## config.mk

```make
export PLATFORM = sky130hd
export DESIGN_NAME = spinn_pkt_arbiter
export DESIGN_NICKNAME = d
export VERILOG_FILES = /design/src/rtl/spinn_pkg.sv /design/src/rtl/rr_arbiter.sv /design/src/rtl/spinn_pkt_arbiter.sv
export SDC_FILE = /design/constraint.sdc
export NUM_CORES = 1
export LEC_CHECK = 0
export CORE_AREA = 2 2 138 140
export CTS_BUF_LIST = sky130_fd_sc_hd__clkbuf_8
export CTS_CLUSTER_DIAMETER = 50
export DETAILED_ROUTE_END_ITERATION = 10
export DIE_AREA = 0 0 140 142
export PLACE_DENSITY = 0.84
export RECOVER_POWER = 100
export SETUP_SLACK_MARGIN = 0.4
export SLEW_MARGIN = 0
export SYNTH_ARGS = -nofsm -noshare
export SYNTH_HDL_FRONTEND = slang
export SYNTH_SLANG_ARGS = --single-unit
```

## constraint.sdc

```tcl
create_clock -name clk -period 7.9 [get_ports clk]
set_input_delay 2.37 -clock clk [delete_from_list [all_inputs] [get_ports clk]]
set_output_delay 2.37 -clock clk [all_outputs]
set_load 0.01 [all_outputs]
```

## src/rtl/spinn_pkg.sv

```systemverilog
// Shared definitions for the SpiNNaker packet path.
// Contents:
//   SPINN_PKT_W       packet width in bits
//   SPINN_TIMEOUT_DEF default stalled-cycle count before the link is declared down
//   SPINN_MAX_CH      widest request vector rr_pick handles
//   rr_pick()         round-robin search helper
package spinn_pkg;

  localparam int unsigned SPINN_PKT_W       = 72;
  localparam int unsigned SPINN_TIMEOUT_DEF = 128;
  localparam int unsigned SPINN_MAX_CH      = 8;

  // Returns the first set bit of req searching upward from last+1, wrapping mod 8.
  // Callers zero the unused upper request bits, which makes a mod-8 search
  // equivalent to a mod-NUM_CH search. With no request set it returns last.
  function automatic logic [2:0] rr_pick(input logic [7:0] req, input logic [2:0] last);
    logic [2:0] idx;
    logic [2:0] pick;
    pick = last;
    // Walk from farthest to nearest so the nearest candidate is the one kept.
    for (int i = 8; i >= 1; i--) begin
      idx = last + 3'(i);
      if (req[idx]) pick = idx;
    end
    return pick;
  endfunction

endpackage

```

## src/rtl/rr_arbiter.sv

```systemverilog
// Round-robin arbiter with a registered last-grant pointer.
// Ports:
//   clk_i, rst_ni  clock, asynchronous active-low reset
//   req_i          per-channel requests
//   en_i           arbitration allowed this cycle
//   gnt_o          one-hot grant (all zero when nothing is granted)
//   gnt_idx_o      index of the granted channel
//   gnt_vld_o      a grant is issued this cycle
// The pointer resets to NUM_CH-1, so channel 0 is served first.
import spinn_pkg::*;

module rr_arbiter #(
  parameter int unsigned NUM_CH = 3
) (
  input  logic                      clk_i,
  input  logic                      rst_ni,
  input  logic [NUM_CH-1:0]         req_i,
  input  logic                      en_i,
  output logic [NUM_CH-1:0]         gnt_o,
  output logic [$clog2(NUM_CH)-1:0] gnt_idx_o,
  output logic                      gnt_vld_o
);

  localparam int unsigned IdxW = $clog2(NUM_CH);

  logic [IdxW-1:0]         last_q, last_d;
  logic [SPINN_MAX_CH-1:0] req_pad;
  logic [2:0]              last_pad;
  logic [2:0]              pick;

  always_comb begin
    req_pad               = '0;
    req_pad[NUM_CH-1:0]   = req_i;
    last_pad              = 3'(last_q);
    pick                  = rr_pick(req_pad, last_pad);
    gnt_idx_o             = IdxW'(pick);
    gnt_vld_o             = en_i & (|req_i);
    gnt_o                 = '0;
    if (gnt_vld_o) gnt_o[gnt_idx_o] = 1'b1;
    last_d                = gnt_vld_o ? gnt_idx_o : last_q;
  end

  always_ff @(posedge clk_i or negedge rst_ni) begin
    if (!rst_ni) last_q <= IdxW'(NUM_CH - 1);
    else         last_q <= last_d;
  end

endmodule

```

## src/rtl/spinn_pkt_arbiter.sv

```systemverilog
// Shares one SpiNNaker packet link between NUM_CH packet sources.
// Ports:
//   clk, rst_n            clock, asynchronous active-low reset
//   in_data/in_vld/in_rdy per-channel packet inputs (channel c at bits [72c+71:72c])
//   out_data/out_ch/out_vld/out_rdy  registered single-entry output buffer
//   ch_en                 channel enable mask; disabled channels are drained and counted
//   cnt_clr               synchronous clear of all drop counters
//   link_down             set after TIMEOUT consecutive stalled cycles, cleared by out_rdy
//   drop_cnt              per-channel saturating drop counters (CNT_W bits each)
import spinn_pkg::*;

module spinn_pkt_arbiter #(
  parameter int unsigned NUM_CH  = 3,
  parameter int unsigned TIMEOUT = SPINN_TIMEOUT_DEF,
  parameter int unsigned CNT_W   = 16
) (
  input  logic                      clk,
  input  logic                      rst_n,
  input  logic [72*NUM_CH-1:0]      in_data,
  input  logic [NUM_CH-1:0]         in_vld,
  output logic [NUM_CH-1:0]         in_rdy,
  output logic [71:0]               out_data,
  output logic [$clog2(NUM_CH)-1:0] out_ch,
  output logic                      out_vld,
  input  logic                      out_rdy,
  input  logic [NUM_CH-1:0]         ch_en,
  input  logic                      cnt_clr,
  output logic                      link_down,
  output logic [CNT_W*NUM_CH-1:0]   drop_cnt
);

  localparam int unsigned ChW    = $clog2(NUM_CH);
  localparam int unsigned StallW = $clog2(TIMEOUT + 1);

  logic [SPINN_PKT_W-1:0] out_data_q, out_data_d;
  logic [ChW-1:0]         out_ch_q, out_ch_d;
  logic                   out_vld_q, out_vld_d;
  logic                   link_down_q, link_down_d;
  logic [StallW-1:0]      stall_cnt_q, stall_cnt_d;
  logic [CNT_W-1:0]       drop_q [NUM_CH];
  logic [CNT_W-1:0]       drop_d [NUM_CH];

  logic [NUM_CH-1:0] elig;
  logic [NUM_CH-1:0] gnt;
  logic [ChW-1:0]    gnt_idx;
  logic              gnt_vld;
  logic              arb_en;
  logic              stall;
  logic [NUM_CH-1:0] drop_inc;

  assign elig   = in_vld & ch_en;
  assign arb_en = (~out_vld_q | out_rdy) & ~link_down_q;

  rr_arbiter #(
    .NUM_CH (NUM_CH)
  ) u_rr_arbiter (
    .clk_i     (clk),
    .rst_ni    (rst_n),
    .req_i     (elig),
    .en_i      (arb_en),
    .gnt_o     (gnt),
    .gnt_idx_o (gnt_idx),
    .gnt_vld_o (gnt_vld)
  );

  // Disabled channels and a downed link sink everything so sources never stall.
  assign in_rdy   = gnt | ~ch_en | {NUM_CH{link_down_q}};
  assign drop_inc = in_vld & (~ch_en | {NUM_CH{link_down_q}});

  assign stall = out_vld_q & ~out_rdy;

  // Stall counter and link state.
  always_comb begin
    stall_cnt_d = stall ? stall_cnt_q + StallW'(1) : '0;
    link_down_d = link_down_q;
    if (link_down_q) begin
      if (out_rdy) link_down_d = 1'b0;
    end else if (stall && (stall_cnt_q == StallW'(TIMEOUT - 1))) begin
      link_down_d = 1'b1;
      stall_cnt_d = '0;
    end
  end

  // Output buffer: load on grant, otherwise empty on unload or when the link goes down.
  always_comb begin
    out_vld_d  = out_vld_q;
    out_data_d = out_data_q;
    out_ch_d   = out_ch_q;
    if (gnt_vld) begin
      out_vld_d  = 1'b1;
      out_data_d = in_data[int'(gnt_idx) * SPINN_PKT_W +: SPINN_PKT_W];
      out_ch_d   = gnt_idx;
    end else if (out_rdy || link_down_d) begin
      out_vld_d  = 1'b0;
    end
  end

  // Drop counters: clear wins over increment, increments saturate.
  always_comb begin
    for (int c = 0; c < NUM_CH; c++) begin
      drop_d[c] = drop_q[c];
      if (cnt_clr)                             drop_d[c] = '0;
      else if (drop_inc[c] && drop_q[c] != '1) drop_d[c] = drop_q[c] + CNT_W'(1);
    end
  end

  always_ff @(posedge clk or negedge rst_n) begin
    if (!rst_n) begin
      out_data_q  <= '0;
      out_ch_q    <= '0;
      out_vld_q   <= 1'b0;
      link_down_q <= 1'b0;
      stall_cnt_q <= '0;
      for (int c = 0; c < NUM_CH; c++) drop_q[c] <= '0;
    end else begin
      out_data_q  <= out_data_d;
      out_ch_q    <= out_ch_d;
      out_vld_q   <= out_vld_d;
      link_down_q <= link_down_d;
      stall_cnt_q <= stall_cnt_d;
      for (int c = 0; c < NUM_CH; c++) drop_q[c] <= drop_d[c];
    end
  end

  assign out_data  = out_data_q;
  assign out_ch    = out_ch_q;
  assign out_vld   = out_vld_q;
  assign link_down = link_down_q;

  for (genvar c = 0; c < NUM_CH; c++) begin : g_drop_out
    assign drop_cnt[c*CNT_W +: CNT_W] = drop_q[c];
  end

endmodule

```

Word-level counts from Yosys, hierarchy flattened
Cells that the tools add are included.

Shift operators: 1. Magnitude comparators: 9. Bitwise gates (word level): 13. Multiplexer cells: 38. Div/mod/pow operators: 0. Add/sub/neg operators: 11. Reductions and logical operators: 11. Equality and inequality tests: 4. Multiply operators: 1.

Operators by type and width (number): 216-bit by 10-bit indexed part select with 72-bit output (1); 16-bit 2-to-1 mux (6); 16-bit by 1-bit adder with 16-bit output (second input constant) (3); 16-bit != test (second input constant) (3); 3-bit by 4-bit less-than comparator with 1-bit output (second input constant) (7); 8-bit 2-to-1 mux (3); 1-bit binary-select mux with 3-bit select (7); 2-bit 2-to-1 mux (7); 1-bit 2-to-1 mux (13); 2-bit by 3-bit adder with 3-bit output (second input constant) (4); 3-bit OR (3); 8-bit by 1-bit adder with 8-bit output (second input constant) (1); 8-bit by 7-bit == test with 1-bit output (second input constant) (1); 2-bit nonzero test (4); 2-bit by 2-bit adder with 3-bit output (second input constant) (2); 3-bit AND (2); 2-bit by 4-bit multiplier with 6-bit output (second input constant) (1); 1-bit logical AND (5); 2-bit by 1-bit adder with 3-bit output (second input constant) (1); 1-bit AND (3); 2-bit by 3-bit less-than comparator with 1-bit output (second input constant) (1); 3-bit 2-to-1 mux (1); 1-bit inverter (3); 3-bit inverter (1); other kinds (5) (5).

Bits in read-only memories: 0. Latch bits: 0. Logic and storage cells: 97. Input port bits: 226. Register bits after elaboration: 134. Memories kept: 0. Output and inout port bits: 127. Memory bits (writable): 0.

Depth between registers and ports, before layout
Gate-level depths: netlist of run 1.

Word-level depth: 17. Mapped depth: 10. Depth with buffers taken out: 8.

Modules after synthesis
Synthesis of run 1 repeated with hierarchy kept, for this count alone.

Cells, all modules: 872. Area, all modules: 7626.1 um2.

By module, submodules not included: spinn_pkt_arbiter (sequential area each 3303.2 um2, instances 1, cells each 825, area each 7241.9 um2); rr_arbiter (sequential area each 51.3 um2, instances 1, cells each 47, area each 384.1 um2).

Worst setup path before layout of run 1
Ideal clock, no wire load.

Path kind: input to output. Start point: input in_vld[2]. End point: output in_rdy[1]. Cell stages on the path: 9. Arrival: 3853 ps. Path slack: 1677 ps. Buffers on the path: 3. Cells stage by stage: and3_1 -> buf_6 -> a22oi_2 -> a32oi_1 -> o21ai_1 -> buf_2 -> buf_1 -> nand2_1 -> o21bai_1.

Word-level cells in the longest chain between the ends: 17. Elaborated cells on any way between the ends: 32. Classes of those cells: order compare: 2; mux: 24; bitwise: 4; reduce/logical: 2.

Ends and longest elaborated chain: from (decl) (line spinn_pkt_arbiter.sv:20) `input logic [NUM_CH-1:0] in_vld,`; 3-bit AND * (line spinn_pkt_arbiter.sv:51) `assign elig = in_vld & ch_en;`; 1-bit binary-select mux with 3-bit select (line spinn_pkg.sv:23) `if (req[idx]) pick = idx;`; 1-bit 2-to-1 mux (implied by the code) (line spinn_pkg.sv:23); 2-bit 2-to-1 mux (7 in a row) (line spinn_pkg.sv:23); 2-bit by 3-bit less-than comparator with 1-bit output (implied by the code) / 2-bit by 1-bit >= comparator with 1-bit output (equally long branches) (line rr_arbiter.sv:39) `if (gnt_vld_o) gnt_o[gnt_idx_o] = 1'b1;`; 1-bit logical AND (implied by the code) (line rr_arbiter.sv:39); 1-bit 2-to-1 mux (implied by the code) (line rr_arbiter.sv:39); 1-bit demux with 2-bit select; 3-bit 2-to-1 mux * (line rr_arbiter.sv:39); 3-bit OR * (2 in a row) (line spinn_pkt_arbiter.sv:67) `assign in_rdy = gnt | ~ch_en | {NUM_CH{link_down_q}};`; to (decl) (line spinn_pkt_arbiter.sv:21) `output logic [NUM_CH-1:0] in_rdy,`.

Every way passes the cells marked *; elsewhere a longest branch is shown, timed or not. The select of a mux whose other input is x is not followed.

Worst setup path in the final report of run 1
Start point: input ch_en[2]. End point: output in_rdy[1].

Word-level cells in the longest chain between the ends: 17. Elaborated cells on any way between the ends: 32. Classes of those cells: order compare: 2; mux: 24; bitwise: 4; reduce/logical: 2.

Ends and longest elaborated chain: from (decl) (line spinn_pkt_arbiter.sv:26) `input logic [NUM_CH-1:0] ch_en,`; 3-bit AND * (line spinn_pkt_arbiter.sv:51); 1-bit binary-select mux with 3-bit select (line spinn_pkg.sv:23); 1-bit 2-to-1 mux (implied by the code) (line spinn_pkg.sv:23); 2-bit 2-to-1 mux (7 in a row) (line spinn_pkg.sv:23); 2-bit by 3-bit less-than comparator with 1-bit output (implied by the code) / 2-bit by 1-bit >= comparator with 1-bit output (equally long branches) (line rr_arbiter.sv:39); 1-bit logical AND (implied by the code) (line rr_arbiter.sv:39); 1-bit 2-to-1 mux (implied by the code) (line rr_arbiter.sv:39); 1-bit demux with 2-bit select; 3-bit 2-to-1 mux * (line rr_arbiter.sv:39); 3-bit OR * (2 in a row) (line spinn_pkt_arbiter.sv:67).

Marked as above.

==> results.md, run 1 <==
- Status: finished with violations
- Failing checks: design-rule violations, max-capacitance violations, max-slew violations
- Total placed instance area: 11800 µm²
- Layout overhead on the synthesized area: 48.5%
- Share of cells above drive strength 1: 4.26%
- Drt drc: 13
- Worst Slack Setup Final: 0.412 ns
- Final number of setup-violating endpoints: 0
- Gate power share: between 50% and 60%
- Final instance area: ~12000 µm²
- CTS tree: built
- DR pass1 iterations: 8
- Max-slew headroom: -145%
- Period Utilization, post-route: 94.8%
- Top Usage Layer GRT: met2
- Leakage: 5.28 nW
- Arr. time, crit path: between 5 and 6 ns
- WL/cell: 19.9 µm
- Root Buffer: clkbuf_8
- Seq/Total Area, Yosys: 40.7%
- M1 GR Usage: 35.0%
- Setup TNS: 0 ns
- Initial antenna violation count: 0
- Final HPWL DP: 19.6 mm
- Final core utilization: 65.9%
- Met2 Usage GRT: 46.5%
- Most frequent cells in the layout: clkdlybuf4s50_1, dfrtp_1, dlygate4sd3_1
- Multi-input logic area: between 4000 and 5000 µm²
- CP Class: input pin to output pin
- Largest net degree at the start of global routing: 98
- CP Capture Type: output pin
- Type of the worst min-delay path: flop to flop
- Sw Share: 42.3%
- Die span in x: between 100 and 150 µm
- Layout Skew: 0.0147 ns
- Critical Path Source Type: input pin
- Syn Area/Cell: 9.60 µm²
- Critical path's largest stage delay: 0.65 ns
- Number of global-route vias before repair: 7900
- Setup Fix Bufs, Post-CTS: 0
- Met3 Use GR: about 6.7%
- Sink Count: 133
- Yosys Warn Count: 0
- Cts repair resizes: 0
- Via count: around 8000
- Gr usage total: roughly 28%
- Post-synth ARST share: 100%
- Post-layout min period: 7.49 ns
- Sequential Power Share: 27.2%
- Slew @ Worst Pin: 3.68 ns
- CP cell instances: dlygate4sd3_1 > and3_1 > a22oi_2 > a32oi_1 > o21ai_1 > nand2_1 > o21bai_1 > clkdlybuf4s50_1
- Highest clock rate: 134 MHz
- Place WS: 0.742 ns
- Clock Power Share: approximately a fifth
- Die Y: 142 µm
- Peak supply drop: 0.000287 V
- Cell variety after synth: 47
- RSZ-0062 raised after global routing: false
- Clock buffers created by TritonCTS: 17
- Clock tree buffer depth: 2
- Vias/cell: 5.67
- I/O Buffers: approximately 350
- Seq cells post-synth: 133
- MaxCap Viol Count: 8
- Synthesized Nets: around 1100
- Htree depth: 4
- Row cnt: 50
- Net switching power figure: 1.50 mW
- Final hold viol count: 0
- Most common cell after layout, fill and taps aside: clkdlybuf4s50_1
- Total core area: between 15000 and 20000 µm²
- Largest fanout on the critical path: 8
- Int Power: 2.05 mW
- Hold-fix buffers, CTS: 0
- Post-synth EDFFs: 0
- Global-route wire length before repair: 43.4 mm
- CP Data Required Time: 5.53 ns
- Initial core utilization: 44.4%
- Nets: around 1400
- Ys flop type: dfrtp_1
- Area occupied by registers: about 3300 µm²
- Slew Viols, Final: 515
- Fill count: 1502
- GP Congestion: 0.942
- Clk Latency, worst-skew pair: 0.43 ns
- Inserted Diodes: 0
- Power Dens Cells: 292 nW/µm²
- Worst path top cell family by delay: compound AO/OA/AOI/OAI gates
- Buf/Inv on CP: 2
- GRT overflow: 0
- Final ANT Viol Nets: 0
- Syn Std Cell Area: about 8000 µm²
- Initial detailed-routing violation count: ~700
- Synthesized instance count: ~850
- Ports: 353
- Critical Path Slowest Stage Cell: o21ai_1
- Die area: 19900 µm²
- WL final: about 28 mm
- Reg clk slew, reported paths: 0.07 ns
## metal layers
metal / share of wire (%) / vias up
met1: 40 / 3881
met5: 0 / -
li1: - / 3741
met3: 6.5 / 51
met4: 2.9 / 0
met2: 50 / 308
## stage by stage
step	hold slack, ns	total power, mW	std cells
after CTS	0.500	3.63	1407
after detailed placement	0.489	2.95	1375
after global placement	0.463	2.93	1375
final	0.495	3.55	1407
after global routing	0.509	3.75	1407
after floorplan	0.448	2.21	853
## logic make-up (layout without fill, tap and decap cells)
family	after synthesis	count (layout)	synth area share, %
and+or+nand+nor	324	324	21.7
AOI/OAI and AO/OA	188	188	18.1
DFF	133	133	40.7
buffers and inverters	84	404	4.92
muxes	73	73	8.92
xor gates and xnor gates	45	45	4.81
adders and majority gates	6	6	0.917
## path summary, 6_finish.rpt
kind                                   startpoint             end  slack, ns  cells past startpoint
min in group asynchronous                   rst_n    drop_cnt[39]       3.18                      1
min reg2reg                        stall_cnt_q[0]  stall_cnt_q[0]       0.49                      1
max                                      ch_en[2]       in_rdy[1]       0.41                      8
min                                stall_cnt_q[0]  stall_cnt_q[0]       0.49                      1
max reg2reg                u_rr_arbiter.last_q[1]    out_data[69]       2.33                     10
max in group asynchronous                   rst_n    out_data[16]       1.46                      2
## synthesized netlist by cell type (2+ instances only)
master    instances  share of area [%]
or2_2             2               0.15
ha_1              6               0.92
o21ai_1           4               0.24
and4_1            6               0.64
nor2_1           58                2.7
nor3_1           10               0.61
and2_1          149                 11
inv_1            10               0.46
nand3_1          15               0.92
buf_2            13               0.79
buf_6             9                1.2
a41oi_1          73                7.8
clkbuf_1         49                2.2
xor2_1           23                2.5
o31ai_2           2               0.31
xnor2_1          22                2.4
mux2i_1          73                8.9
dfrtp_1         132                 40
o21bai_1          5               0.46
nand2_1          39                1.8
o21ai_0          10               0.61
or3_1             6               0.46
buf_1             2              0.092
o31ai_1          71                6.5
nand4_1          17                1.3
nand2b_1          3               0.23
and3_1            9               0.69
o21ba_2           2               0.24
nor4_1            5               0.38
nor2b_1           2               0.15
a21oi_1          10               0.61
## final cells by class
class	instances	share of cell area (%)
sequential	133	27.4
tap	234	2.41
inverter	10	0.309
multi-input combinational	636	36.7
clock inverter	15	1.86
clock buffer	17	1.92
timing repair buffer	362	29.4
## state kept, by name, summed over array words and instances, names as in the netlist
| signal | flops |
|---|---|
| out_data | 72 |
| link_down | 1 |
| out_ch | 1 |
| out_vld | 1 |
| stall_cnt_q | 8 |
| drop_cnt | 48 |
| u_rr_arbiter.last_q | 2 |
## power by group through the flow
stage | combinational (mW) | sequential, mW | clock, mW
floorplan | 1.16 | 1.05 | 0
global placement | 1.95 | 0.972 | 0
detailed placement | 1.97 | 0.981 | 0
CTS | 1.98 | 0.972 | 0.686
global route | 2.05 | 0.988 | 0.714
finish | 1.91 | 0.965 | 0.674
(Power assumes the default switching activity.)
==> run 2: changes to the inputs <==
--- a/config.mk
+++ b/config.mk
@@ -7,3 +7,4 @@
 export LEC_CHECK = 0
-export CORE_AREA = 2 2 138 140
+export CORE_MARGIN = 2
+export CORE_UTILIZATION = 44
 export CTS_BUF_LIST = sky130_fd_sc_hd__clkbuf_8
@@ -11,4 +12,3 @@
 export DETAILED_ROUTE_END_ITERATION = 10
-export DIE_AREA = 0 0 140 142
-export PLACE_DENSITY = 0.84
+export PLACE_DENSITY = 0.83
 export RECOVER_POWER = 100
==> constraint.sdc (replaced) <==
create_clock -name clk -period 7.5 [get_ports clk]
set_input_delay 1.5 -clock clk [delete_from_list [all_inputs] [get_ports clk]]
set_output_delay 1.5 -clock clk [all_outputs]
set_load 0.01 [all_outputs]
==> run 2 against run 1 <==
- the flow finishes with violations (max-capacitance violations, max-slew violations)
- setup slack better by 0.69 ns
- first-iteration DRC count down 33%
- global-route usage up 0.34 points
- largest cell class unchanged
- largest power group unchanged
==> results.md, run 2 (synthesized netlist as in run 1, its figures left out) <==
- Period Utilization, post-route: 85.3%
- CP Data Required Time: 7.81 ns (+2.28 ns)
- Final core utilization: 67.0% (+1.1 points)
- WL final: 28.1 mm (+0.33%)
- Vias/cell: 5.68 (about the same)
- Hold path cells: 1 (unchanged)
- GRT overflow: 0 (unchanged)
- Cts repair resizes: 0 (unchanged)
- Critical Path Source Type: input pin
- CTS tree: built
- Clock tree buffer depth: 2 (unchanged)
- Hold_ws: 0.495 ns (+0.000734 ns)
- Slew Viols, Final: 279 (-46%)
- WL/cell: 20.1 µm (+0.83%)
- Reg clk slew, reported paths: 0.07 ns (about the same)
- Drt drc: 0 (-13)
- Initial antenna violation count: 1 (+1)
- Place WS: 1.79 ns (+1.05 ns)
- Layout overhead on the synthesized area: 47.9%
- Post-layout min period: 6.39 ns
- Peak supply drop: 0.000319 V (+11%)
- Nets: 1391 (-0.072%)
- Max-slew headroom: -65.8% (+79 points)
- Worst r2r src: u_rr_arbiter.last_q[1]
- I/O Buffers: 352 (unchanged)
- Share of cells above drive strength 1: 4.02% (-0.25 points)
- Power Dens Cells: 301 nW/µm² (+2.8%)
- Most frequent cells in the layout: clkdlybuf4s50_1, dfrtp_1, dlygate4sd3_1
- Die span in x: 140 µm (+0.30%)
- Crit path from: ch_en[0]
- Arr. time, crit path: 6.70 ns (+1.58 ns)
- Final hold viol count: 0 (unchanged)
- Initial core utilization: 45.3% (+0.91 points)
- Die area: 19700 µm² (-0.82%)
- CP Class: input pin to flop
- Number of global-route vias before repair: 7788 (-1.4%)
- Initial detailed-routing violation count: 463 (-33%)
- Largest net degree at the start of global routing: 112 (+14%)
- Final number of setup-violating endpoints: 0 (unchanged)
- DR pass1 iterations: 5 (-3)
- Status: finished with violations
- Final HPWL DP: 19.8 mm (+1.5%)
- Final ANT Viol Nets: 0 (unchanged)
- Hold-fix buffers, CTS: 0 (unchanged)
- RSZ-0062 raised after global routing: false
- Root Buffer: clkbuf_8
- Gr usage total: 27.9% (+0.34 points)
- Clock buffers created by TritonCTS: 17 (unchanged)
- GP Congestion: 0.952 (+1.0%)
- Min-delay src: stall_cnt_q[0]
- Htree depth: 4 (unchanged)
- Setup TNS: 0 ns (unchanged)
- Worst Slack Setup Final: 1.11 ns (+0.693 ns)
- Most common cell after layout, fill and taps aside: clkdlybuf4s50_1
- Failing checks: max-capacitance violations, max-slew violations
- Overall power: 3.64 mW (+2.5%)
- Global-route wire length before repair: 43.6 mm (+0.40%)
- Setup Fix Bufs, Post-CTS: 0 (unchanged)
- Slew @ Worst Pin: 2.49 ns (-1.19 ns)
- CP Capture Type: flop
- Layout Skew: 0.0166 ns (+0.00195 ns)
- Leakage: 5.28 nW (-0.14%)
- Via count: 7948 (-0.41%)
- Clk Latency, worst-skew pair: 0.44 ns (about the same)
- Type of the worst min-delay path: flop to flop
- Die Y: 140 µm (-1.1%)
- Sink Count: 133 (unchanged)
- Row cnt: 49 (-2.0%)
- Total core area: 18100 µm² (-2.0%)
- Ports: 353 (unchanged)
- Highest clock rate: 156 MHz
- Largest fanout on the critical path: 81 (+73)
- MaxCap Viol Count: 5 (-3)
- Worst-case reg-to-reg path depth: 10 (unchanged)
- Max reg flops: 72 (unchanged)
## run 2: cell types whose count changed in the layout (fill, tap and decap cells not counted), sizes merged
| cell | before | now |
|---|---|---|
| buf | 4 | 7 |
| inv | 13 | 11 |
| dlygate4sd3 | 129 | 131 |
| diode | 0 | 1 |
| clkdlybuf4s50 | 222 | 220 |
| clkinvlp | 3 | 2 |
| bufinv | 5 | 3 |
| clkbuf | 24 | 21 |
| clkinv | 4 | 6 |
## run 2: cell type report
type | count | area [µm²]
Antenna cell | 1 | 2.50
Multi-Input combinational cell | 636 | 4470
Timing Repair Buffer | 361 | 3580
Clock inverter | 12 | 155
Clock buffer | 18 | 248
Fill cell | 1480 | 5970
Inverter | 10 | 37.5
Sequential cell | 133 | 3330
Tap cell | 229 | 287
## run 2: report_power, final
| group | internal, mW | switching (mW) | leakage (nW) |
|---|---|---|---|
| combinational | 0.836 | 1.17 | 3.33 |
| clock | 0.334 | 0.289 | 0.201 |
| sequential | 0.917 | 0.0935 | 1.74 |
## run 2: metal layers
layer  vias up  track usage [%]  part of all wire, %
met2       307             47.1                   51
met5         -                0                    0
met3        45             7.08                  6.6
met4         0             8.67                  2.7
li1       3730                -                    -
met1      3866             35.3                   40
## run 2: path summary, 6_finish.rpt
check,end,slack (ns)
worst max-delay path,out_data[1],1.11
worst min-delay path,stall_cnt_q[0],0.50
worst max register to register,out_data[1],1.81
worst min register to register,stall_cnt_q[0],0.50
max in group asynchronous,out_data[21],3.50
min in group asynchronous,drop_cnt[44],1.12
## run 2: per-stage QoR
step,instance area [µm²],std cells
2_1_floorplan,8190,853
3_3_place_gp,11700,1369
3_5_place_dp,11700,1369
4_1_cts,12100,1399
5_1_grt,12100,1400
6_report,12100,1400
## run 2: critical path: stages
cell and delay, ns:
dlygate4sd3_1 0.56, nand2_1 0.18, o21ai_0 0.27, a21oi_1 0.07, o21ai_0 0.81, buf_4 0.80
clkbuf_2 1.67, mux2i_1 0.38, o31ai_1 0.33
==> run 3: changes to the inputs <==
CORE_AREA = 2 2 138 140   (was not set)
CORE_MARGIN = not set   (was 2)
CORE_UTILIZATION = not set   (was 44)
CTS_BUF_LIST = sky130_fd_sc_hd__clkbuf_4 sky130_fd_sc_hd__clkbuf_8   (was sky130_fd_sc_hd__clkbuf_8)
DIE_AREA = 0 0 140 142   (was not set)
PLACE_DENSITY = 0.84   (was 0.83)
clock period = 7.6 ns   (was 7.5 ns; I/O delays follow)
==> run 3 against run 2 <==
- die area increased by 0.83%
- the run ends with design-rule violations, max-capacitance violations, max-slew violations left
- setup slack better by 0.27 ns
- critical path depth down 1
- critical endpoint is now in_rdy[1]
- clock-buffer cell count unchanged
- via count grew 0.35%
- critical path type is now input pin to output pin
==> results.md, run 3 (synthesized netlist as in run 1, its figures left out) <==
- Status: finished with violations
- Failing checks: design-rule violations, max-capacitance violations, max-slew violations
- Die span in x: 140 µm (-0.30%)
- Final instance area: 12200 µm² (+0.99%)
- Critical path's largest stage delay: 0.75 ns (-0.92 ns)
- Most common cell after layout, fill and taps aside: clkdlybuf4s50_1
- Reg clk slew, reported paths: 0.07 ns (about the same)
- Hold path cells: 2 (+1)
- RSZ-0062 raised after global routing: false
- Drt drc: 13 (+13)
- Clk Latency, worst-skew pair: 0.46 ns (+0.02 ns)
- DR pass1 iterations: 9 (+4)
- Most frequent cells in the layout: clkdlybuf4s50_1, dfrtp_1, dlygate4sd3_1
- Share of cells above drive strength 1: 4.35% (+0.33 points)
- Overall power: 3.73 mW (+2.5%)
- Min-delay src: out_ch[1]
- Die area: 19900 µm² (+0.83%)
- Slew @ Worst Pin: 4.42 ns (+1.93 ns)
- Setup Fix Bufs, Post-CTS: 0 (unchanged)
- Largest net degree at the start of global routing: 115 (+2.7%)
- Clock tree buffer depth: 2 (unchanged)
- Gr usage total: 27.5% (-0.35 points)
- Post-Layout Cell Count: 1406 (+0.43%)
- Final ANT Viol Nets: 0 (unchanged)
- Nets: 1392 (+0.072%)
- Type of the worst min-delay path: flop to flop
- CP Class: input pin to output pin
- Global-route wire length before repair: 43.3 mm (-0.65%)
- Top Metal Used: met4
- Highest clock rate: 161 MHz
- Arr. time, crit path: 4.70 ns (-2.00 ns)
- Critical Path Source Type: input pin
- Layout Skew: 0.0167 ns (+0.0000523 ns)
- Via count: 7976 (+0.35%)
- Met2 wire len: 14.1 mm (-1.0%)
- Reg-to-Reg End: out_data[18]
- Clock buffers created by TritonCTS: 17 (unchanged)
- Die Y: 142 µm (+1.1%)
- GP Congestion: 0.859 (-9.7%)
- Critical Path Slowest Stage Cell: a211o_1
- GRT overflow: 0 (unchanged)
- Hold_ws: 0.482 ns (-0.0130 ns)
- WL final: 28.1 mm (about the same)
- Sink Count: 133 (unchanged)
- Power Dens Cells: 305 nW/µm² (+1.5%)
- Max-slew headroom: -194% (-130 points)
- CP Data Required Time: 6.08 ns (-1.73 ns)
- Placed Cells: 1375 (+0.44%)
- Max reg flops: 72 (unchanged)
- Row cnt: 50 (+2.0%)
- Setup TNS: 0 ns (unchanged)
- Hold-fix buffers, CTS: 0 (unchanged)
- Htree depth: 4 (unchanged)
- Final HPWL DP: 19.7 mm (-0.57%)
- Most frequent CP cell: dlygate4sd3_1
- Inserted Diodes: 0 (-1)
- Initial antenna violation count: 0 (-1)
- Final hold viol count: 0 (unchanged)
- Slew Viols, Final: 268 (-3.9%)
- Metal3 WL: 1.82 mm (-1.1%)
- Leakage: 5.32 nW (+0.76%)
- R2R setup slack: 3.32 ns (+1.51 ns)
- Total placed instance area: 11800 µm² (+0.12%)
- Layout overhead on the synthesized area: 49.4%
- Root Buffer: clkbuf_8
- Total core area: 18500 µm² (+2.0%)
- Hold Path End: out_ch[1]
- CP cell instances: dlygate4sd3_1 > and3_1 > a22oi_2 > a32oi_1 > a211o_1 > nand2_1 > o21bai_1 > dlygate4sd3_1
- Ports: 353 (unchanged)
- Place WS: 1.76 ns (-0.0315 ns)
- Initial core utilization: 44.4% (-0.91 points)
- WL/cell: 20.0 µm (-0.42%)
- Worst-case reg-to-reg path depth: 9 (-1)
- CTS tree: built
- CP Capture Type: output pin
- Wire length on met1: 11.4 mm (+1.1%)
- Largest fanout on the critical path: 25 (-69%)
- Cts repair resizes: 0 (unchanged)
- Vias/cell: 5.67 (about the same)
- Number of global-route vias before repair: 7849 (+0.78%)
- Worst r2r src: u_rr_arbiter.last_q[1]
- Peak supply drop: 0.000263 V (-18%)
- Worst Slack Setup Final: 1.38 ns (+0.270 ns)
- I/O Buffers: 352 (unchanged)
- Period Utilization, post-route: 81.9%
- Final core utilization: 66.3% (-0.69 points)
- MaxCap Viol Count: 4 (-1)
- Post-layout min period: 6.22 ns
- Initial detailed-routing violation count: 555 (+20%)
- Final number of setup-violating endpoints: 0 (unchanged)
==> run 3: cell count changes in the layout (fill, tap and decap cells not counted), sizes merged <==
cell	previous run	this run
bufinv	3	7
clkbuf	21	22
clkinv	6	5
clkinvlp	2	1
diode	1	0
inv	11	10
==> run 3: critical path, delay by kind of cell <==
family / cells / cell delay [ns]
and+or+nand+nor: 2 / 0.47
AOI/OAI and AO/OA: 4 / 1.51
buffers and inverters: 2 / 1.21
==> run 3: worst max-delay path by stage <==
| stage | endpoint | startpoint | cells after the start |
|---|---|---|---|
| 4_1_cts | in_rdy[1] | in_vld[2] | 8 |
| 5_1_grt | drop_cnt[24] | rst_n | 2 |
| 2_1_floorplan | in_rdy[1] | in_vld[2] | 9 |
| 6_report | in_rdy[1] | ch_en[2] | 8 |
| 3_3_place_gp | in_rdy[1] | in_vld[2] | 8 |
| 3_5_place_dp | in_rdy[1] | in_vld[2] | 8 |
==> run 3: report_power, final <==
part | switching, mW | internal [mW]
clock | 0.295 | 0.464
sequential | 0.101 | 0.906
combinational | 1.16 | 0.806
==> run 3: final cells by class <==
class                      instances  area, µm²
clock inverter                    13        254
fill                            1497       6220
timing repair buffer             362       3580
multi-input combinational        636       4490
sequential                       133       3330
clock buffer                      18        248
tap                              234        293
inverter                          10       37.5
==> run 3: per-layer routing <==
metal  up-vias  global-route usage [%]
met2       313                    45.8
met3        55                    6.70
li1       3734                       -
met1      3874                    35.3
met5         -                       0
met4         0                    9.78
